<file path="src/rtl/mod_busarb_pkg.sv">
// plp_bus_pkg: shared definitions for the PLP memory-mapped data bus.
//   DRW_*      : bus operation codes carried on the 2-bit drw lines.
//   state_t    : arbiter FSM encoding (IDLE -> ISSUE -> RESP -> IDLE).
//   DEF_AW/DW  : default address and data widths.
package plp_bus_pkg;

    localparam logic [1:0] DRW_NONE  = 2'b00;
    localparam logic [1:0] DRW_WRITE = 2'b01;
    localparam logic [1:0] DRW_READ  = 2'b10;

    typedef enum logic [1:0] {
        ST_IDLE  = 2'd0,
        ST_ISSUE = 2'd1,
        ST_RESP  = 2'd2
    } state_t;

    localparam int DEF_AW = 32;
    localparam int DEF_DW = 32;

    // Only plain reads return slave data; writes and malformed ops return 0.
    function automatic logic is_read(input logic [1:0] drw);
        return drw == DRW_READ;
    endfunction

endpackage

</file>
<file path="src/rtl/mod_busarb_rrpick.sv">
// mod_rrpick: combinational 2-way round-robin winner select.
//   i_req[1:0] : request vector (bit n = master n)
//   i_rr_ptr   : master favoured when both request
//   o_any      : at least one request present
//   o_winner   : selected master index (meaningful only when o_any=1)
module mod_rrpick (
    input  logic [1:0] i_req,
    input  logic       i_rr_ptr,
    output logic       o_any,
    output logic       o_winner
);

    assign o_any    = |i_req;
    // Contention resolves to the pointer; otherwise the lone requester wins.
    assign o_winner = (&i_req) ? i_rr_ptr : i_req[1];

endmodule

</file>
<file path="src/rtl/mod_busarb.sv">
// mod_busarb: two-master / one-slave round-robin arbiter for the PLP data bus.
//   clk, rst           : clock, synchronous active-high reset
//   m0_* / m1_*        : master request ports (req, addr, drw, din in; ack, dout out)
//   s_de/daddr/drw/din : slave access outputs; s_dout is the slave read data
//   busy               : transaction in ISSUE or RESP
//   owner              : master granted for the current transaction
//   dbg_state          : current FSM state
// Handshake: a master raises req with addr/drw/din and holds it until its ack.
// The request is latched in IDLE; ack is a single-cycle pulse, and dout is
// valid in that cycle and held until the same master's next ack.
module mod_busarb
    import plp_bus_pkg::*;
#(
    parameter int WAIT_CYCLES = 0,
    parameter int AW          = DEF_AW,
    parameter int DW          = DEF_DW
) (
    input  logic          clk,
    input  logic          rst,
    input  logic          m0_req,
    input  logic [AW-1:0] m0_addr,
    input  logic [1:0]    m0_drw,
    input  logic [DW-1:0] m0_din,
    output logic          m0_ack,
    output logic [DW-1:0] m0_dout,
    input  logic          m1_req,
    input  logic [AW-1:0] m1_addr,
    input  logic [1:0]    m1_drw,
    input  logic [DW-1:0] m1_din,
    output logic          m1_ack,
    output logic [DW-1:0] m1_dout,
    output logic          s_de,
    output logic [AW-1:0] s_daddr,
    output logic [1:0]    s_drw,
    output logic [DW-1:0] s_din,
    input  logic [DW-1:0] s_dout,
    output logic          busy,
    output logic          owner,
    output state_t        dbg_state
);

    state_t        r_state;
    logic          r_rr_ptr;
    logic [3:0]    r_cnt;
    logic [1:0]    r_drw;      // latched op; s_drw is zeroed outside ISSUE
    logic          r_owner;
    logic          r_busy;
    logic          r_s_de;
    logic [AW-1:0] r_s_daddr;
    logic [1:0]    r_s_drw;
    logic [DW-1:0] r_s_din;
    logic [1:0]    r_ack;
    logic [DW-1:0] r_dout0;
    logic [DW-1:0] r_dout1;

    logic          w_any;
    logic          w_winner;
    logic [DW-1:0] w_rdata;

    mod_rrpick u_rrpick (
        .i_req    ({m1_req, m0_req}),
        .i_rr_ptr (r_rr_ptr),
        .o_any    (w_any),
        .o_winner (w_winner)
    );

    assign w_rdata = is_read(r_drw) ? s_dout : '0;

    always_ff @(posedge clk) begin
        if (rst) begin
            r_state   <= ST_IDLE;
            r_rr_ptr  <= 1'b0;
            r_cnt     <= '0;
            r_drw     <= DRW_NONE;
            r_owner   <= 1'b0;
            r_busy    <= 1'b0;
            r_s_de    <= 1'b0;
            r_s_daddr <= '0;
            r_s_drw   <= DRW_NONE;
            r_s_din   <= '0;
            r_ack     <= 2'b00;
            r_dout0   <= '0;
            r_dout1   <= '0;
        end else begin
            case (r_state)
                ST_IDLE: begin
                    if (w_any) begin
                        // The slave address/data registers double as the
                        // request latch, so later master changes are ignored.
                        r_owner   <= w_winner;
                        r_drw     <= w_winner ? m1_drw : m0_drw;
                        r_s_daddr <= w_winner ? m1_addr : m0_addr;
                        r_s_din   <= w_winner ? m1_din : m0_din;
                        r_s_drw   <= w_winner ? m1_drw : m0_drw;
                        r_s_de    <= 1'b1;
                        r_busy    <= 1'b1;
                        r_cnt     <= 4'(WAIT_CYCLES);
                        r_state   <= ST_ISSUE;
                    end
                end
                ST_ISSUE: begin
                    if (r_cnt == 4'd0) begin
                        // Read data is captured on the last access cycle and
                        // lands directly in the owner's dout register, which
                        // becomes visible together with the ack in RESP.
                        if (r_owner) r_dout1 <= w_rdata;
                        else         r_dout0 <= w_rdata;
                        r_ack[r_owner] <= 1'b1;
                        r_s_de         <= 1'b0;
                        r_s_drw        <= DRW_NONE;
                        r_state        <= ST_RESP;
                    end else begin
                        r_cnt <= r_cnt - 4'd1;
                    end
                end
                ST_RESP: begin
                    r_ack    <= 2'b00;
                    r_rr_ptr <= ~r_owner;
                    r_busy   <= 1'b0;
                    r_state  <= ST_IDLE;
                end
                default: begin
                    r_state <= ST_IDLE;
                end
            endcase
        end
    end

    assign m0_ack    = r_ack[0];
    assign m1_ack    = r_ack[1];
    assign m0_dout   = r_dout0;
    assign m1_dout   = r_dout1;
    assign s_de      = r_s_de;
    assign s_daddr   = r_s_daddr;
    assign s_drw     = r_s_drw;
    assign s_din     = r_s_din;
    assign busy      = r_busy;
    assign owner     = r_owner;
    assign dbg_state = r_state;

endmodule

</file>
<file path="config.mk">
export PLATFORM = sky130hd
export DESIGN_NAME = mod_busarb
export DESIGN_NICKNAME = d
export VERILOG_FILES = /design/src/rtl/mod_busarb_pkg.sv /design/src/rtl/mod_busarb_rrpick.sv /design/src/rtl/mod_busarb.sv
export SDC_FILE = /design/constraint.sdc
export NUM_CORES = 1
export LEC_CHECK = 0
export CORE_ASPECT_RATIO = 0.7
export CORE_MARGIN = 3
export CORE_UTILIZATION = 40
export DETAILED_ROUTE_END_ITERATION = 6
export MAX_ROUTING_LAYER = met4
export PLACE_DENSITY = 0.85
export SYNTH_ARGS = -nofsm -noshare
export SYNTH_HDL_FRONTEND = slang
export SYNTH_SLANG_ARGS = --single-unit
</file>
<file path="constraint.sdc">
create_clock -name clk -period 2.3 [get_ports clk]
set_clock_uncertainty 0.15 [all_clocks]
set_input_delay 0.345 -clock clk [delete_from_list [all_inputs] [get_ports clk]]
set_output_delay 0.345 -clock clk [all_outputs]
set_load 0.1 [all_outputs]
</file>
# [Word level (Yosys, flattened, before mapping)]
# Index checks and enable logic that the tools add are counted.
[totals] ff_bits=144 latch_bits=0 ram_bits=0 romBits=0 input_bits=168 out_inout_bits=137 n_memories=0
[classes] addsub=1 mul=0 n_div=0 magnitude_cmp=2 n_eq_ne=6 shifts=0 muxes=22 bitwise=2 n_reduce_logical=16
[ops] op="$mux 32" n=3
[ops] op="$mux 2" n=6
[ops] op="$pmux 2 s2" n=3
[ops] op="$reduce_and 3->1" n=4
[ops] op="$reduce_and 2->1" n=5
[ops] op="$mux 4" n=2
[ops] op="$pmux 4 s2" n=1
[ops] op="$reduce_bool 2->1" n=3
[ops] op="$eq 2x2->1 const B" n=2
[ops] op="$logic_not 4->1" n=1
[ops] op="$mux 1" n=4
[ops] op="$ne 2x2->1 const B" n=2
[ops] op="$pmux 1 s2" n=2
[ops] op="$sub 4x1->4 const B" n=1
[ops] op="$eq 2x1->1 const B" n=1
[ops] op="$logic_not 2->1" n=1
[ops] op="$lt 1x2->1 const B" n=1
[ops] op="$ne 2x1->1 const B" n=1
[ops] op="$or 2x2->2" n=1
[ops] op="$reduce_or 2->1" n=1
[ops] op="$demux 1 s1" n=1
[ops] op="$ge 1x1->1 const B" n=1
[ops] op="$logic_and 1x1->1" n=1
[ops] op="$not 1->1" n=1

# [Depth between registers and ports, before layout]
[logic_depth] ltp_word=7 ltp_mapped=8

# [Hierarchy]
# From an unflattened synthesis, not the netlist that was laid out.
[hier_totals] hier_cells=529 area_unflattened_um2=5929.4
[by_module_without_submodules] module="mod_busarb" n_inst=1 cells_each=526 area_each_um2=5911.9 seq_area_each_um2=2882.8
[by_module_without_submodules] module="mod_rrpick" n_inst=1 cells_each=3 area_each_um2=17.5 seq_area_each_um2=0.0

# [Least setup slack after synthesis]
# Ideal clock, no wire load.
[synth_timing] path_type="register to register" from="reg r_state[0] (netlist: dbg_state[0])" to="reg r_dout1[10] (netlist: m1_dout[10])" setup_ns=0.125 t_arrival_ns=2.077 slack_ns=-0.052 stages_incl_launch_ff=7 n_path_buf=2 path_cell_list="dfxtp_1 > nand2b_1 > or4b_4 > buf_6 > buf_6 > nand3b_2 > o21ai_1"
[synth_via] elab_chain_len=2
[synth_rtl] element="start, declared" line_no="mod_busarb.sv:42" text="state_t r_state;"
[synth_rtl] element="start signal, assigned" line_no="mod_busarb.sv:71" text="r_state <= ST_IDLE;"
[synth_rtl] element="start signal, assigned" line_no="mod_busarb.sv:98" text="r_state <= ST_ISSUE;"
[synth_rtl] element="start signal, assigned" line_no="mod_busarb.sv:111" text="r_state <= ST_RESP;"
[synth_rtl] element="$eq 2x1->1" line_no="mod_busarb.sv:85" text="case (r_state)"
[synth_rtl] element="$reduce_and 3->1 (no line)"
[synth_rtl] element="end signal, assigned" line_no="mod_busarb.sv:106" text="if (r_owner) r_dout1 <= w_rdata;"
[synth_rtl] element="end, declared" line_no="mod_busarb.sv:54" text="logic [DW-1:0] r_dout1;"
# Every way passes these cells.
# A chain may end at the register's enable or synchronous reset.

# [Worst setup path after layout]
[layout_timing] from="reg r_cnt[0]" to="reg r_dout0[8] (netlist: m0_dout[8])"
[layout_via] elab_chain_len=2
[layout_rtl] element="start, declared" line_no="mod_busarb.sv:44" text="logic [3:0] r_cnt;"
[layout_rtl] element="start signal, assigned" line_no="mod_busarb.sv:97" text="r_cnt <= 4'(WAIT_CYCLES);"
[layout_rtl] element="start signal, assigned" line_no="mod_busarb.sv:113" text="r_cnt <= r_cnt - 4'd1;"
[layout_rtl] element="$logic_not 4->1" line_no="mod_busarb.sv:102" text="if (r_cnt == 4'd0) begin"
[layout_rtl] element="$reduce_and 3->1 (no line)"
[layout_rtl] element="end signal, assigned" line_no="mod_busarb.sv:107" text="else r_dout0 <= w_rdata;"
[layout_rtl] element="end, declared" line_no="mod_busarb.sv:53" text="logic [DW-1:0] r_dout0;"
# Every way passes these cells.

==> results.json <==
{
  "yosysWarnings": 0,
  "drive_gt1_frac": 0.263,
  "dr.first_iter.drc_count": 167,
  "syn-num-nets": 767,
  "area_growth_pct": 59.0,
  "avgSynthCellArea_sq_um": 9.95,
  "drc": 0,
  "syn_inst": 597,
  "setup_viol": 0,
  "synth.distinct_cells": 36,
  "drv_slew": 0,
  "holdWs_ps": 18.2,
  "antenna_cells": 0,
  "status": "finished, final reports clean",
  "clk_latency_ps": 400,
  "hold_buffers": 0,
  "grt_pass1_vias": 5135,
  "die_y_um": 108,
  "hold_class": "input port to flop",
  "ys_seq_area_frac": 0.485,
  "netlist.top_cell.by_area": "dfxtp_1",
  "grt_first_pass_wirelength_um": 26300,
  "relSlewSlack": 0.625,
  "die_area_sq_um": 16400,
  "leakage_uw": 0.00403,
  "ir_drop_mv": 0.638,
  "antenna_found_initial": 0,
  "ctsResizeCount": 0,
  "clock.fmax_ghz": 0.487,
  "r2r_slack_ps": 250,
  "fin_nets": 1063,
  "start_util": 0.417,
  "syn_area_sq_um": 5940,
  "period_minus_slack_ps": 2050,
  "ant_nets": 0,
  "vias": 5226,
  "power_density_nw_per_um2": 816,
  "synth-edff-count": 0,
  "cts_setup_buffers": 0,
  "cts.path.max_buffers": 2,
  "path_class": "flop to flop",
  "synth_top_area_share": 0.485,
  "setup-tns-final_ps": 0,
  "cap_violations": 0,
  "hold_violations": 0,
  "core_area_sq_um": 14200,
  "worstPathArrival_ps": 2230,
  "grt_setup_unrepaired": "no",
  "endpoint_kind": "flop",
  "path_clk_slew_ps": 60,
  "first_pass_iters": 4,
  "worst_slew_pin_slew_ps": 557,
  "io_buffer_count": 304,
  "gp_congestion": 0.818,
  "async_reset_ff_frac": 0,
  "ys.flop_type": "dfxtp_1",
  "cts-htree-levels": 4,
  "place_hpwl_um": 13200,
  "cts.sinks": 144,
  "ys_top_cells_by_area": "dfxtp_1 (49%), mux2i_1 (17%), nand2_1 (6.3%), o21ai_0 (6.1%), nand3b_2 (5.1%)",
  "ios": 305,
  "path_max_fanout": 22,
  "grt.total_usage": 0.210,
  "numCtsBuffers": 17,
  "wl_per_cell_um": 15.9,
  "startpoint_type": "flop",
  "routed_wl_um": 17500,
  "utilization": 0.664,
  "overflow": 0,
  "vias_per_cell": 4.77,
  "clk_root_buffer_cell": "clkbuf_16",
  "cp.required_ps": 2480,
  "rows": 36,
  "grt_max_degree": 59,
  "period_share": 0.893,
  "cts_tree": "built",
  "die_w_um": 152,
  "yosys_register_bits": 144
}
## flip-flops by register name, indices dropped and copies added, names as in the netlist
name,count
s_din,32
s_daddr,32
r_cnt,4
r_rr_ptr,1
owner,1
m0_dout,32
r_ack,2
busy,1
m1_dout,32
s_de,1
dbg_state,2
s_drw,2
r_drw,2
## worst paths after layout
kind                                from  cells past startpoint          to
worst max-delay path            r_cnt[0]                      7  m0_dout[8]
worst min-delay path                 rst                      2    r_drw[0]
worst max register to register  r_cnt[0]                      7  m0_dout[8]
worst min register to register  r_drw[1]                      2    r_drw[1]
## logic make-up (layout without fill, tap and decap cells)
logic type,Yosys count,after routing,share of synthesized area
simple gates,190,190,0.183
flops,144,144,0.485
compound gates,114,114,0.109
mux,98,98,0.165
buf+inv,47,356,0.0510
fa+ha+maj,2,2,0.00421
xor+xnor,2,2,0.00295
## metal layers
| layer | global-route usage | vias up | routed length (um) |
|---|---|---|---|
| li1 | - | 2631 | - |
| met2 | 0.366 | 187 | 8680 |
| met4 | 0.0500 | 0 | 236 |
| met5 | - | - | 0 |
| met3 | 0.0628 | 18 | 1410 |
| met1 | 0.238 | 2390 | 7140 |
## cells in the mapped netlist (2+ instances only)
master,number
buf_6,7
nor3_1,3
mux2i_1,98
nand2_1,100
o21ai_1,15
o21ai_0,72
a21oi_1,6
nor2_1,6
nand3b_2,27
o211ai_1,2
buf_2,11
nand2b_1,35
buf_12,3
xor2_1,2
inv_1,4
nand3_1,4
o21ai_2,15
ha_1,2
buf_4,3
clkbuf_1,19
dfxtp_1,144
nand3b_1,5
## metrics by stage
stage                     power (uW)  cell area, sq um  cells  worst slack [ps]
after floorplan                 4260              5940    597              99.3
after global placement          4900              8830   1064               250
after detailed placement        4920              8830   1064               196
after CTS                       7790              9450   1096               224
after global routing            7980              9450   1096               122
final                           7710              9450   1096               247
## area by class of cell
class / instances / area (sq um)
Clock buffer: 19 / 443
Clock inverter: 13 / 175
Fill cell: 1154 / 4790
Inverter: 4 / 15.0
Multi-Input combinational cell: 406 / 2790
Sequential cell: 144 / 2890
Tap cell: 190 / 238
Timing Repair Buffer: 320 / 2900
## power by group
| part | leakage, uW | internal, uW | switching [uW] | total, uW |
|---|---|---|---|---|
| registers | 0.00118 | 2650 | 86.0 | 2740 |
| logic | 0.00255 | 643 | 1480 | 2120 |
| clock network | 0.000295 | 1760 | 1090 | 2850 |
## worst max-delay path, stage by stage (launching register included)
cell	delay [ps]
dfxtp_1	330
inv_1	80
ha_1	190
nand2b_4	70
or3_1	450
nor2_8	230
buf_12	230
mux2i_1	220
## cells in the final DEF, fill, tap and decap left out, types with 2 or more instances in the layout
master and count:
a21oi_1 5, buf_12 7, buf_4 146, bufinv_16 3, clkbuf_16 17, clkdlybuf4s50_1 166, clkinv_4 4, clkinvlp_4 2
dfxtp_1 142, dfxtp_2 2, ha_1 2, inv_1 4, inv_6 4, mux2i_1 98, nand2_1 100, nand2b_1 34
nand3_1 4, nand3b_1 5, nand3b_2 27, nor2_1 6, nor3_1 3, o211ai_1 2, o21ai_0 72, o21ai_1 14
o21ai_2 15, xor2_1 2
No activity file was read; power rests on OpenSTA's default activity.
